## config.mk

```make
export PLATFORM = sky130hd
export DESIGN_NAME = temp_zone_ctrl
export DESIGN_NICKNAME = d
export VERILOG_FILES = /design/src/rtl/temp_zone_ctrl.sv
export SDC_FILE = /design/constraint.sdc
export NUM_CORES = 1
export LEC_CHECK = 0
export ABC_CLOCK_PERIOD_IN_PS = 4900
export CORE_MARGIN = 8
export CORE_UTILIZATION = 57
export DETAILED_ROUTE_END_ITERATION = 10
export PLACE_DENSITY = 0.85
export REMOVE_ABC_BUFFERS = 1
export SLEW_MARGIN = 30
export SYNTH_ARGS = -nofsm -noshare
export SYNTH_HDL_FRONTEND = slang
export SYNTH_SLANG_ARGS = --single-unit
export TNS_END_PERCENT = 20
```

## constraint.sdc

```tcl
create_clock -name clk -period 4.9 [get_ports clk]
set_clock_uncertainty 0.05 [all_clocks]
set_input_delay 1.225 -clock clk [delete_from_list [all_inputs] [get_ports clk]]
set_output_delay 1.225 -clock clk [all_outputs]
set_load 0.01 [all_outputs]
```

## src/rtl/temp_zone_ctrl.sv

```systemverilog
// Three-zone setpoint controller: inc/dec requests move a clamped setpoint by
// a step chosen by a hysteretic zone FSM that lags the setpoint by one edge.
module temp_zone_ctrl #(
    parameter int unsigned W      = 7,
    parameter int unsigned T_INIT = 26,
    parameter int unsigned T_MIN  = 26,
    parameter int unsigned T_MAX  = 85,
    parameter int unsigned UP01   = 39,
    parameter int unsigned DN10   = 35,
    parameter int unsigned UP12   = 54,
    parameter int unsigned DN21   = 47,
    parameter int unsigned INC0   = 2,
    parameter int unsigned INC1   = 3,
    parameter int unsigned INC2   = 5,
    parameter int unsigned DEC0   = 1,
    parameter int unsigned DEC1   = 2,
    parameter int unsigned DEC2   = 3
) (
    input  logic         clk,
    input  logic         rst_n,
    input  logic         inc,
    input  logic         dec,
    input  logic         load,
    input  logic [W-1:0] load_val,
    output logic [W-1:0] temp,
    output logic [1:0]   zone,
    output logic         at_min,
    output logic         at_max,
    output logic         changed
);

    typedef enum logic [1:0] {
        ZONE0    = 2'd0,
        ZONE1    = 2'd1,
        ZONE2    = 2'd2,
        ZONE_BAD = 2'd3
    } zone_e;

    // Setpoint arithmetic runs one bit wider so sums and borrows never wrap.
    localparam logic [W:0]   MIN_X  = (W+1)'(T_MIN);
    localparam logic [W:0]   MAX_X  = (W+1)'(T_MAX);
    localparam logic [W:0]   INC0_X = (W+1)'(INC0);
    localparam logic [W:0]   INC1_X = (W+1)'(INC1);
    localparam logic [W:0]   INC2_X = (W+1)'(INC2);
    localparam logic [W:0]   DEC0_X = (W+1)'(DEC0);
    localparam logic [W:0]   DEC1_X = (W+1)'(DEC1);
    localparam logic [W:0]   DEC2_X = (W+1)'(DEC2);
    localparam logic [W-1:0] UP01_W = W'(UP01);
    localparam logic [W-1:0] DN10_W = W'(DN10);
    localparam logic [W-1:0] UP12_W = W'(UP12);
    localparam logic [W-1:0] DN21_W = W'(DN21);
    localparam logic [W-1:0] INIT_W = W'(T_INIT);
    localparam logic         INIT_AT_MIN = (T_INIT == T_MIN);
    localparam logic         INIT_AT_MAX = (T_INIT == T_MAX);

    logic [W-1:0] temp_q, temp_d;
    zone_e        zone_q, zone_d;
    logic         at_min_q, at_max_q, changed_q;

    logic [W:0] temp_x, lv_x;
    logic [W:0] inc_step, dec_step;
    logic [W:0] up_sum, up_val;
    logic [W:0] dn_diff, dn_val;
    logic [W:0] lv_val;
    logic       borrow;

    assign temp_x = {1'b0, temp_q};
    assign lv_x   = {1'b0, load_val};

    always_comb begin
        // NOTE: every combinational output gets a default first so no path
        // through the case/if structure can leave it unassigned (no latch).
        inc_step = INC0_X;
        dec_step = DEC0_X;
        case (zone_q)
            ZONE1:   begin inc_step = INC1_X; dec_step = DEC1_X; end
            ZONE2:   begin inc_step = INC2_X; dec_step = DEC2_X; end
            default: begin inc_step = INC0_X; dec_step = DEC0_X; end
        endcase
    end

    assign up_sum  = temp_x + inc_step;
    assign up_val  = (up_sum > MAX_X) ? MAX_X : up_sum;
    assign dn_diff = temp_x - dec_step;
    assign borrow  = dn_diff[W];
    assign dn_val  = (borrow || (dn_diff < MIN_X)) ? MIN_X : dn_diff;
    assign lv_val  = (lv_x < MIN_X) ? MIN_X : ((lv_x > MAX_X) ? MAX_X : lv_x);

    always_comb begin
        temp_d = temp_q;
        zone_d = zone_q;
        case (zone_q)
            ZONE0: if (temp_q > UP01_W) zone_d = ZONE1;
            ZONE1: begin
                if (temp_q > UP12_W)      zone_d = ZONE2;
                else if (temp_q < DN10_W) zone_d = ZONE0;
            end
            ZONE2: if (temp_q < DN21_W) zone_d = ZONE1;
            default: zone_d = ZONE0;
        endcase

        // An illegal zone freezes the setpoint for the single recovery edge.
        if (zone_q != ZONE_BAD) begin
            if (load)             temp_d = lv_val[W-1:0];
            else if (inc && !dec) temp_d = up_val[W-1:0];
            else if (dec && !inc) temp_d = dn_val[W-1:0];
        end
    end

    // NOTE: state registers use non-blocking assignments so every register
    // samples pre-edge values, independent of statement order.
    always_ff @(posedge clk or negedge rst_n) begin
        if (!rst_n) begin
            temp_q    <= INIT_W;
            zone_q    <= ZONE0;
            at_min_q  <= INIT_AT_MIN;
            at_max_q  <= INIT_AT_MAX;
            changed_q <= 1'b0;
        end else begin
            temp_q    <= temp_d;
            zone_q    <= zone_d;
            at_min_q  <= (temp_d == MIN_X[W-1:0]);
            at_max_q  <= (temp_d == MAX_X[W-1:0]);
            changed_q <= (temp_d != temp_q);
        end
    end

    assign temp    = temp_q;
    assign zone    = zone_q;
    assign at_min  = at_min_q;
    assign at_max  = at_max_q;
    assign changed = changed_q;

endmodule
```

==> results of run 1 <==
through the flow:
| stage | utilization | total power, mW |
|---|---|---|
| after floorplan | - | 1.08 |
| after global placement | 0.669 | 1.45 |
| after detailed placement | 0.669 | 1.46 |
| after CTS | 0.677 | 1.52 |
| after global routing | 0.677 | 1.68 |
| final | 0.677 | 1.57 |
routing by layer:
layer  part of all wire  wire (µm)  GRT usage
met5                  0          0          0
met4              0.040        257     0.0981
met3              0.094        605     0.0342
met2               0.44       2830      0.355
met1               0.43       2770      0.335
cell families (layout without fill, tap and decap cells):
logic type,count (synthesis),count (layout),synth area share
fa+ha+maj,11,11,0.0760
mux,1,1,0.00498
buf+inv,33,50,0.0685
flops,12,12,0.152
xor+xnor,4,4,0.0174
compound gates,105,105,0.379
simple gates,109,109,0.302
path summary, 6_finish.rpt:
path | start | endpoint | slack, ps | cells after the start
worst min register to register | zone[1] | zone[1] | 560 | 2
worst min-delay path | zone[1] | zone[1] | 560 | 2
worst max register to register | zone[1] | changed | 600 | 11
worst max-delay path | zone[1] | changed | 600 | 11
min in group asynchronous | rst_n | zone[0] | 1240 | 1
max in group asynchronous | rst_n | temp[4] | 3190 | 1
layout by cell type (no fill, tap or decap), types with 5 or more instances in the layout:
cell             instances
a211oi_1                 6
o21ai_0                 15
nand2b_1                 7
nand2_1                 27
a21o_1                   5
nor2_1                  17
clkdlybuf4s50_1         23
ha_1                     9
nand3_1                 10
dfrtp_1                  8
o211ai_1                12
inv_1                   20
and2_1                   5
nor3_1                   6
o221ai_1                 7
a21oi_1                 20
flip-flops by register name, indices dropped and copies added (netlist names):
register / flops
at_min: 1
temp: 7
changed: 1
zone: 2
at_max: 1
area by class of cell:
cell class              count  area (µm²)
multi-input cells         230        1570
fillers                   302        1090
flip-flops and latches     12         305
repair buffers             24         238
inverters                  22        82.6
well taps                  46        57.6
clock buffers               4        26.3
worst max-delay path, stage by stage, from the launching register on:
cell and delay, ps:
dfrtp_1 440, inv_1 80, ha_1 340, ha_1 240
fa_1 430, a21oi_1 360, nor2_1 200, a31oi_1 480
nand2_1 240, o2111a_1 280, or4_1 520, or4_1 510
power by group:
part	internal (mW)	switching, mW	total, mW
Combinational	0.484	0.727	1.21
Clock	0.0316	0.0347	0.0664
Sequential	0.147	0.144	0.291
Total	0.663	0.906	1.57
==> summary.md, run 1 <==
| Metric | Value |
|---|---|
| CTS tree | done |
| Hpwl dp | 4.89 mm |
| ANT nets after route | 0 |
| HP Class | register to register |
| Area grow syn2layout | 13.3% |
| Num rows | 21 |
| Leak | 0.893 nW |
| IO Port Bufs | 23 |
| Slew @ Worst Pin | 717 ps |
| Number of diodes | 0 |
| Max VDD drop | 408 µV |
| RD Place Congestion | 0.991 |
| Worst Path Required | 5010 ps |
| Startpoint Class | register |
| Largest net degree at the start of global routing | 21 |
| Tcrit/Tclk final | 0.878 |
| Cell Area, Placed | 2250 µm² |
| Vias/cell | 6.99 |
| Synth area leader | dfrtp_1 |
| Crit path capture type | register |
| Core Region | 3360 µm² |
| Final Hold Fails | 0 |
| CTS resizes | 0 |
| Drt drc | 0 |
| Max_cap viols | 0 |
| CTS Sinks | 12 |
| Vias post-DR | 2362 |
| FMAX | 232 MHz |
| Non-Filler Instances | 338 |
| Final WL | 6.45 mm |
| Fin. max-slew vios | 0 |
| Cell Pwr Density | 689 nW/µm² |
| Top cells by instance count after synthesis | nand2_1 (27), a21oi_1 (20), inv_1 (20) |
| Fin crit period | 4300 ps |
| Drt wl/cell | 19.1 µm |
| Top-count cell post-synth | nand2_1 |
| Total gr overflow | 0 |
| Global Route Usage Sum | 0.239 |
| Fin nets | 316 |
| EDFF count, synth | 0 |
| Prevailing post-synth register cell | dfrtp_1 |
| Reg clk slew, reported paths | 80 ps |
| Distinct cells, synth | 67 |
| Starting Density | 0.597 |
| Die width | 75.4 µm |
| Placed insts | 334 |
| Endpoints failing setup | 0 |
| Final worst setup slack | 598 ps |
| Total Neg Setup Slack | 0 ps |
| Clock buffer depth | 2 |
| Post-CTS Setup Inserts | 0 |
| Max FO, Critical Path | 6 |
| Mean Syn Cell Area | 7.31 µm² |
| Asr flop ratio synth | 1.00 |
| CTS H-tree lvls | 1 |
| Outcome | finished, final reports clean |
| First-iteration detailed-routing DRC count | 348 |
| Die area | 5680 µm² |
| Antenna violations before repair | 0 |
| Synth top area cells | dfrtp_1 (10%), ha_1 (5.6%), dfstp_2 (5.2%), nand2_1 (5.0%), a21oi_1 (5.0%) |
| First-pass GRT wire length | 10.6 mm |
| Ports | 24 |
| Final hold slack | 558 ps |
| TritonCTS buffer count | 3 |
| Chip Height | 75.4 µm |
| Synthesized instance count | 275 |
| Vias in the first global route | 2152 |
| Unrepaired setup endpoints after global routing | false |
| Sequential area share after synthesis | 0.152 |
| Cts hold-fix bufs | 0 |
| Synth Cell Area | 2010 µm² |
| WP data arrival | 4410 ps |
| #FFs+latches synth | 12 |
| Yosys warns | 0 |
| Place WS | 384 ps |
| Non-Filler Cell Area, Final | 2280 µm² |
| Critical path class | register to register |
| Layout cell share with drive strength beyond 1 | 0.0616 |
| Clk Latency, worst-skew pair | 280 ps |
| Max-slew headroom | 0.522 |
| Root buf cell | clkbuf_4 |
| Post-synth top area share | 0.0996 |
| Router iterations before antenna repair | 5 |
(Power assumes the default switching activity.)
==> inputs of run 2 (changes only) <==
--- a/config.mk
+++ b/config.mk
@@ -6,10 +6,13 @@
 export NUM_CORES = 1
 export LEC_CHECK = 0
 export ABC_CLOCK_PERIOD_IN_PS = 4900
+export CELL_PAD_IN_SITES_DETAIL_PLACEMENT = 1
+export CELL_PAD_IN_SITES_GLOBAL_PLACEMENT = 1
 export CORE_MARGIN = 8
-export CORE_UTILIZATION = 57
+export CORE_UTILIZATION = 41
+export CTS_CLUSTER_SIZE = 14
 export DETAILED_ROUTE_END_ITERATION = 10
-export PLACE_DENSITY = 0.85
+export PLACE_DENSITY = 0.84
 export REMOVE_ABC_BUFFERS = 1
 export SLEW_MARGIN = 30
 export SYNTH_ARGS = -nofsm -noshare
==> summary.md, run 2 (same netlist as run 1, synthesis figures left out) <==
| Metric | Value |
|---|---|
| Max FO, Critical Path | 6 (unchanged) |
| Clock buffer depth | 2 (unchanged) |
| Ports | 24 (unchanged) |
| Crit path capture type | register |
| Cell Pwr Density | 708 nW/µm² (+2.7%) |
| CTS Sinks | 12 (unchanged) |
| HP Class | register to register |
| R2r worst-path depth | 11 (unchanged) |
| Die area | 7400 µm² (+30%) |
| CTS tree | done |
| Clock network power share | 0.056 (+0.014) |
| Wl on met1 | 3.25 mm (+18%) |
| Cts hold-fix bufs | 0 (unchanged) |
| First-pass GRT wire length | 12.4 mm (+18%) |
| Die width | 86.0 µm (+14%) |
| Place WS | 338 ps (-46.5 ps) |
| CTS H-tree lvls | 1 (unchanged) |
| Root buf cell | clkbuf_8 |
| Router iterations before antenna repair | 4 (-1) |
| Switch share | 0.579 (+0.00150) |
| Antenna violations before repair | 0 (unchanged) |
| Number of diodes | 0 (unchanged) |
| Chip Height | 86.0 µm (+14%) |
| Most common cell after layout, fill and taps aside | nand2_1 |
| Drt wl/cell | 21.0 µm (+10%) |
| FMAX | 226 MHz (-2.7%) |
| Final worst setup slack | 479 ps (-119 ps) |
| Total Neg Setup Slack | 0 ps (unchanged) |
| Total power | 1.64 mW (+4.7%) |
| Cell Int Power | 0.692 mW (+4.3%) |
| Reg clk slew, reported paths | 50 ps (-30 ps) |
| Core Region | 4720 µm² (+40%) |
| Area grow syn2layout | 15.5% |
| Hold path startpoint | zone[1] |
| IO Port Bufs | 23 (unchanged) |
| Final WL | 7.54 mm (+17%) |
| Leak | 0.901 nW (+0.87%) |
| Unrepaired setup endpoints after global routing | false |
| Worst r2r dst | changed |
| Max FFs per register | 7 (unchanged) |
| Startpoint Class | register |
| Global Route Usage Sum | 0.207 (-0.0316) |
| First-iteration detailed-routing DRC count | 217 (-38%) |
| Largest net degree at the start of global routing | 21 (unchanged) |
| Max_cap viols | 0 (unchanged) |
| RD Place Congestion | 0.930 (-6.2%) |
| TritonCTS buffer count | 3 (unchanged) |
| WP data arrival | 4480 ps (+70 ps) |
| CTS resizes | 0 (unchanged) |
| Worst Path Required | 4960 ps (-50 ps) |
| Num rows | 25 (+19%) |
| WHS Endpoint | zone[1] |
| Max-slew headroom | 0.499 (-0.0224) |
| Hold path cells | 2 (unchanged) |
| Vias/cell | 6.66 (-4.7%) |
| Starting Density | 0.425 (-0.172) |
| Critical path class | register to register |
| Slowest cell on crit path | a31oi_1 |
| Tcrit/Tclk final | 0.902 (+0.0242) |
| Clk Latency, worst-skew pair | 240 ps (-40 ps) |
| Sw power | 0.950 mW (+5.0%) |
| Vias in the first global route | 2430 (+13%) |
| Endpoints failing setup | 0 (unchanged) |
| Max layer used | met4 |
| Drt drc | 0 (unchanged) |
| Power share of the combinational group | 0.761 (-0.011) |
| Slew @ Worst Pin | 751 ps (+33.6 ps) |
| Outcome | finished, final reports clean |
| Register-to-Register Setup Slack | 480 ps (-120 ps) |
| Fin nets | 316 (unchanged) |
| Fin. max-slew vios | 0 (unchanged) |
| Most frequent cells in the layout | nand2_1 (27), clkdlybuf4s50_1 (23), inv_1 (20), a21oi_1 (20), nor2_1 (17) |
| Max VDD drop | 316 µV (-23%) |
| Layout cell share with drive strength beyond 1 | 0.0616 (unchanged) |
| ANT nets after route | 0 (unchanged) |
| Total gr overflow | 0 (unchanged) |
| Hpwl dp | 5.84 mm (+19%) |
| Final Hold Fails | 0 (unchanged) |
| Sequential share of power | 0.183 (-0.002) |
| Fin crit period | 4420 ps (+119 ps) |
| Crit-path max cell delay | 540 ps (+20 ps) |
| DR WL met3 | 497 µm (-18%) |
| WL met2 | 3.61 mm (+28%) |
| Crit path cell chain | inv_1 -> ha_1 -> ha_1 -> fa_1 -> a21oi_1 -> nor2_1 -> a31oi_1 -> nand2_1 -> o2111a_1 -> or4_1 -> or4_1 |
| Vias post-DR | 2390 (+1.2%) |
| Post-CTS Setup Inserts | 0 (unchanged) |
| R2R Path Start | zone[1] |
==> run 2: final cells by class <==
type | instances | area (µm²)
clock buffer | 4 | 45.0
fill | 607 | 2400
inverter | 22 | 82.6
multi-input combinational | 230 | 1570
sequential | 12 | 305
tap | 67 | 83.8
timing repair buffer | 24 | 238
==> run 2: how the worst max path moves through the flow <==
| stage | slack [ps] | from | to | cells past startpoint |
|---|---|---|---|---|
| after CTS | 590 | dec | changed | 9 |
| after global routing | 360 | zone[0] | changed | 11 |
| after global placement | 450 | dec | changed | 9 |
| after detailed placement | 340 | dec | changed | 9 |
| after floorplan | 1120 | zone[1] | changed | 13 |
| final | 480 | zone[1] | changed | 11 |
==> run 2: critical path, delay by kind of cell (launching register included) <==
kind | cells | cell delay [ps]
AO/OA/AOI/OAI | 3 | 1200
adder cells (fa/ha/maj) | 3 | 1020
buffers and inverters | 1 | 90
flip-flops | 1 | 430
AND/OR/NAND/NOR | 4 | 1510
==> run 2: per-layer routing <==
layer,up-vias,GRT usage
li1,1089,-
met2,109,0.335
met1,1172,0.265
met4,0,0.0812
met3,20,0.0353
met5,-,0
==> run 2: power by group through the flow <==
| stage | clock network, mW | logic [mW] | registers, mW |
|---|---|---|---|
| 3_3_place_gp | 0 | 1.18 | 0.295 |
| 2_1_floorplan | 0 | 0.826 | 0.258 |
| 4_1_cts | 0.0944 | 1.23 | 0.297 |
| 3_5_place_dp | 0 | 1.22 | 0.298 |
| 6_report | 0.0917 | 1.25 | 0.301 |
| 5_1_grt | 0.0987 | 1.36 | 0.309 |
==> run 2: metrics by stage <==
step           cells  utilization  hold WS [ps]  instance area, µm²
2_1_floorplan    264            -           538                1950
3_3_place_gp     355        0.482           548                2280
3_5_place_dp     355        0.482           561                2280
4_1_cts          359        0.491           568                2320
5_1_grt          359        0.491           613                2320
6_report         359        0.491           559                2320
==> inputs of run 3 (changes only) <==
--- a/config.mk
+++ b/config.mk
@@ -8,7 +8,7 @@
 export ABC_CLOCK_PERIOD_IN_PS = 4900
 export CELL_PAD_IN_SITES_DETAIL_PLACEMENT = 1
 export CELL_PAD_IN_SITES_GLOBAL_PLACEMENT = 1
-export CORE_MARGIN = 8
+export CORE_MARGIN = 2
 export CORE_UTILIZATION = 41
 export CTS_CLUSTER_SIZE = 14
 export DETAILED_ROUTE_END_ITERATION = 10
==> summary.md, run 3 (same netlist as run 1, synthesis figures left out) <==
| Metric | Value |
|---|---|
| Outcome | finished, final reports clean |
| Die area | 5480 µm² (-26%) |
| Tcrit/Tclk final | 0.882 (-0.0198) |
| RD Place Congestion | 1.09 (+17%) |
| Num rows | 25 (unchanged) |
| Vias/cell | 6.73 (+1.1%) |
| Cell Area, Placed | 2290 µm² (+0.66%) |
| Final WL | 7.63 mm (+1.1%) |
| Most Used Layer, Global Route | met2 |
| ANT nets after route | 0 (unchanged) |
| Final Hold Fails | 0 (unchanged) |
| Switch share | 0.573 (-0.00558) |
| Largest net degree at the start of global routing | 21 (unchanged) |
| HP Class | register to register |
| Endpoints failing setup | 0 (unchanged) |
| R2r worst-path depth | 11 (unchanged) |
| Power share of the combinational group | 0.763 (+0.002) |
| Cts hold-fix bufs | 0 (unchanged) |
| Met2 usage | 0.475 (+0.140) |
| Max VDD drop | 325 µV (+3.0%) |
| Die width | 74.0 µm (-14%) |
| Core Region | 4720 µm² (unchanged) |
| CTS Sinks | 12 (unchanged) |
| Drt drc | 0 (unchanged) |
| Cell Pwr Density | 710 nW/µm² (+0.34%) |
| Ports | 24 (unchanged) |
| CTS H-tree lvls | 1 (unchanged) |
| Max FFs per register | 7 (unchanged) |
| Unrepaired setup endpoints after global routing | false |
| Max_cap viols | 0 (unchanged) |
| Total power | 1.67 mW (+1.4%) |
| Critical path class | input pin to register |
| WP data arrival | 4380 ps (-100 ps) |
| FMAX | 231 MHz (+2.2%) |
| Fin crit period | 4320 ps (-96.9 ps) |
| Reg clk slew, reported paths | 50 ps (about the same) |
| Area grow syn2layout | 16.7% |
| Worst r2r dst | changed |
| Register-to-Register Setup Slack | 600 ps (+120 ps) |
| Most common cell after layout, fill and taps aside | nand2_1 |
| Most frequent cells in the layout | nand2_1 (27), clkdlybuf4s50_1 (23), inv_1 (20), a21oi_1 (20), nor2_1 (17) |
| Clock buffer depth | 2 (unchanged) |
| CP Launch Point | dec |
| Sequential share of power | 0.172 (-0.011) |
| Starting Density | 0.425 (unchanged) |
| Hold path cells | 2 (unchanged) |
| Antenna violations before repair | 0 (unchanged) |
| Worst Path Required | 4960 ps (about the same) |
| Root buf cell | clkbuf_8 |
| R2R Path Start | temp[0] |
| First-pass GRT wire length | 12.1 mm (-2.3%) |
| Clk Latency, worst-skew pair | 240 ps (about the same) |
| Drt wl/cell | 21.1 µm (+0.54%) |
| Chip Height | 74.0 µm (-14%) |
| CTS tree | done |
| Slew @ Worst Pin | 759 ps (+7.51 ps) |
| Layout fillers | 605 (-0.33%) |
| Startpoint Class | input pin |
| CP Capture Point | changed |
| Router iterations before antenna repair | 5 (+1) |
| Max-slew headroom | 0.494 (-0.00500) |
| Fin. max-slew vios | 0 (unchanged) |
| Met3 usage | 0.0488 (+0.0134) |
| Global Route Usage Sum | 0.291 (+0.0832) |
| Total Neg Setup Slack | 0 ps (unchanged) |
| Max FO, Critical Path | 7 (+1) |
| Met1 Track Usage GR | 0.399 (+0.134) |
| Non-Filler Cell Area, Final | 2350 µm² (+1.1%) |
| Post-CTS Setup Inserts | 0 (unchanged) |
| Cell Int Power | 0.711 mW (+2.8%) |
| CTS resizes | 0 (unchanged) |
| TritonCTS buffer count | 3 (unchanged) |
| Final hold slack | 656 ps (+97.1 ps) |
| Crit path capture type | register |
| First-iteration detailed-routing DRC count | 234 (+7.8%) |
| IO Port Bufs | 23 (unchanged) |
| Layout cell share with drive strength beyond 1 | 0.0714 (+0.00978) |
| Vias in the first global route | 2250 (-7.4%) |
| Vias post-DR | 2430 (+1.7%) |
| Clock network power share | 0.065 (+0.009) |
| Number of diodes | 0 (unchanged) |
| Sw power | 0.955 mW (+0.44%) |
| Total gr overflow | 0 (unchanged) |
| Leak | 0.917 nW (+1.8%) |
| Hpwl dp | 5.88 mm (+0.73%) |
| Fin nets | 318 (+0.63%) |
==> run 3: cell types whose count changed in the layout (fill, tap and decap cells not counted), sizes merged <==
| cell | change |
|---|---|
| buf | +2 |
==> run 3: cell type report <==
type	count	area (µm²)	area share
Multi-Input combinational cell	230	1570	0.668
Tap cell	67	83.8	0.0357
Inverter	22	82.6	0.0352
Sequential cell	12	305	0.130
Clock buffer	4	55.1	0.0235
Timing Repair Buffer	26	253	0.108
==> run 3: power by group through the flow <==
stage | Combinational [mW] | Sequential (mW) | Clock [mW]
after floorplan | 0.826 | 0.258 | 0
final | 1.27 | 0.286 | 0.109
after global routing | 1.39 | 0.291 | 0.116
after detailed placement | 1.24 | 0.283 | 0
after CTS | 1.25 | 0.283 | 0.111
after global placement | 1.21 | 0.280 | 0
==> run 3: metal layers <==
layer | up-vias | share of wire
met1 | 1198 | 0.42
met4 | 0 | 0.019
met3 | 16 | 0.079
li1 | 1099 | -
met2 | 117 | 0.48
met5 | - | 0
==> run 3: per-stage QoR <==
stage / util / instances / setup slack (ps)
final: 0.497 / 361 / 576
after CTS: 0.497 / 361 / 632
after global routing: 0.497 / 361 / 444
after detailed placement: 0.485 / 357 / 378
after floorplan: - / 264 / 1120
after global placement: 0.485 / 357 / 496
==> run 3: worst min path at each step <==
stage | startpoint | endpoint
6_report | zone[1] | zone[1]
4_1_cts | zone[0] | zone[0]
5_1_grt | zone[1] | zone[1]
2_1_floorplan | zone[1] | zone[1]
3_5_place_dp | zone[0] | zone[0]
3_3_place_gp | zone[1] | zone[1]
==> run 3: critical path, stage by stage <==
cell             delay, ps
clkdlybuf4s50_1        600
nor2b_1                430
o41ai_4                220
a2111o_1               380
o211ai_1               130
nor4b_1                 90
a211o_1                270
or4_1                  530
or4_1                  520
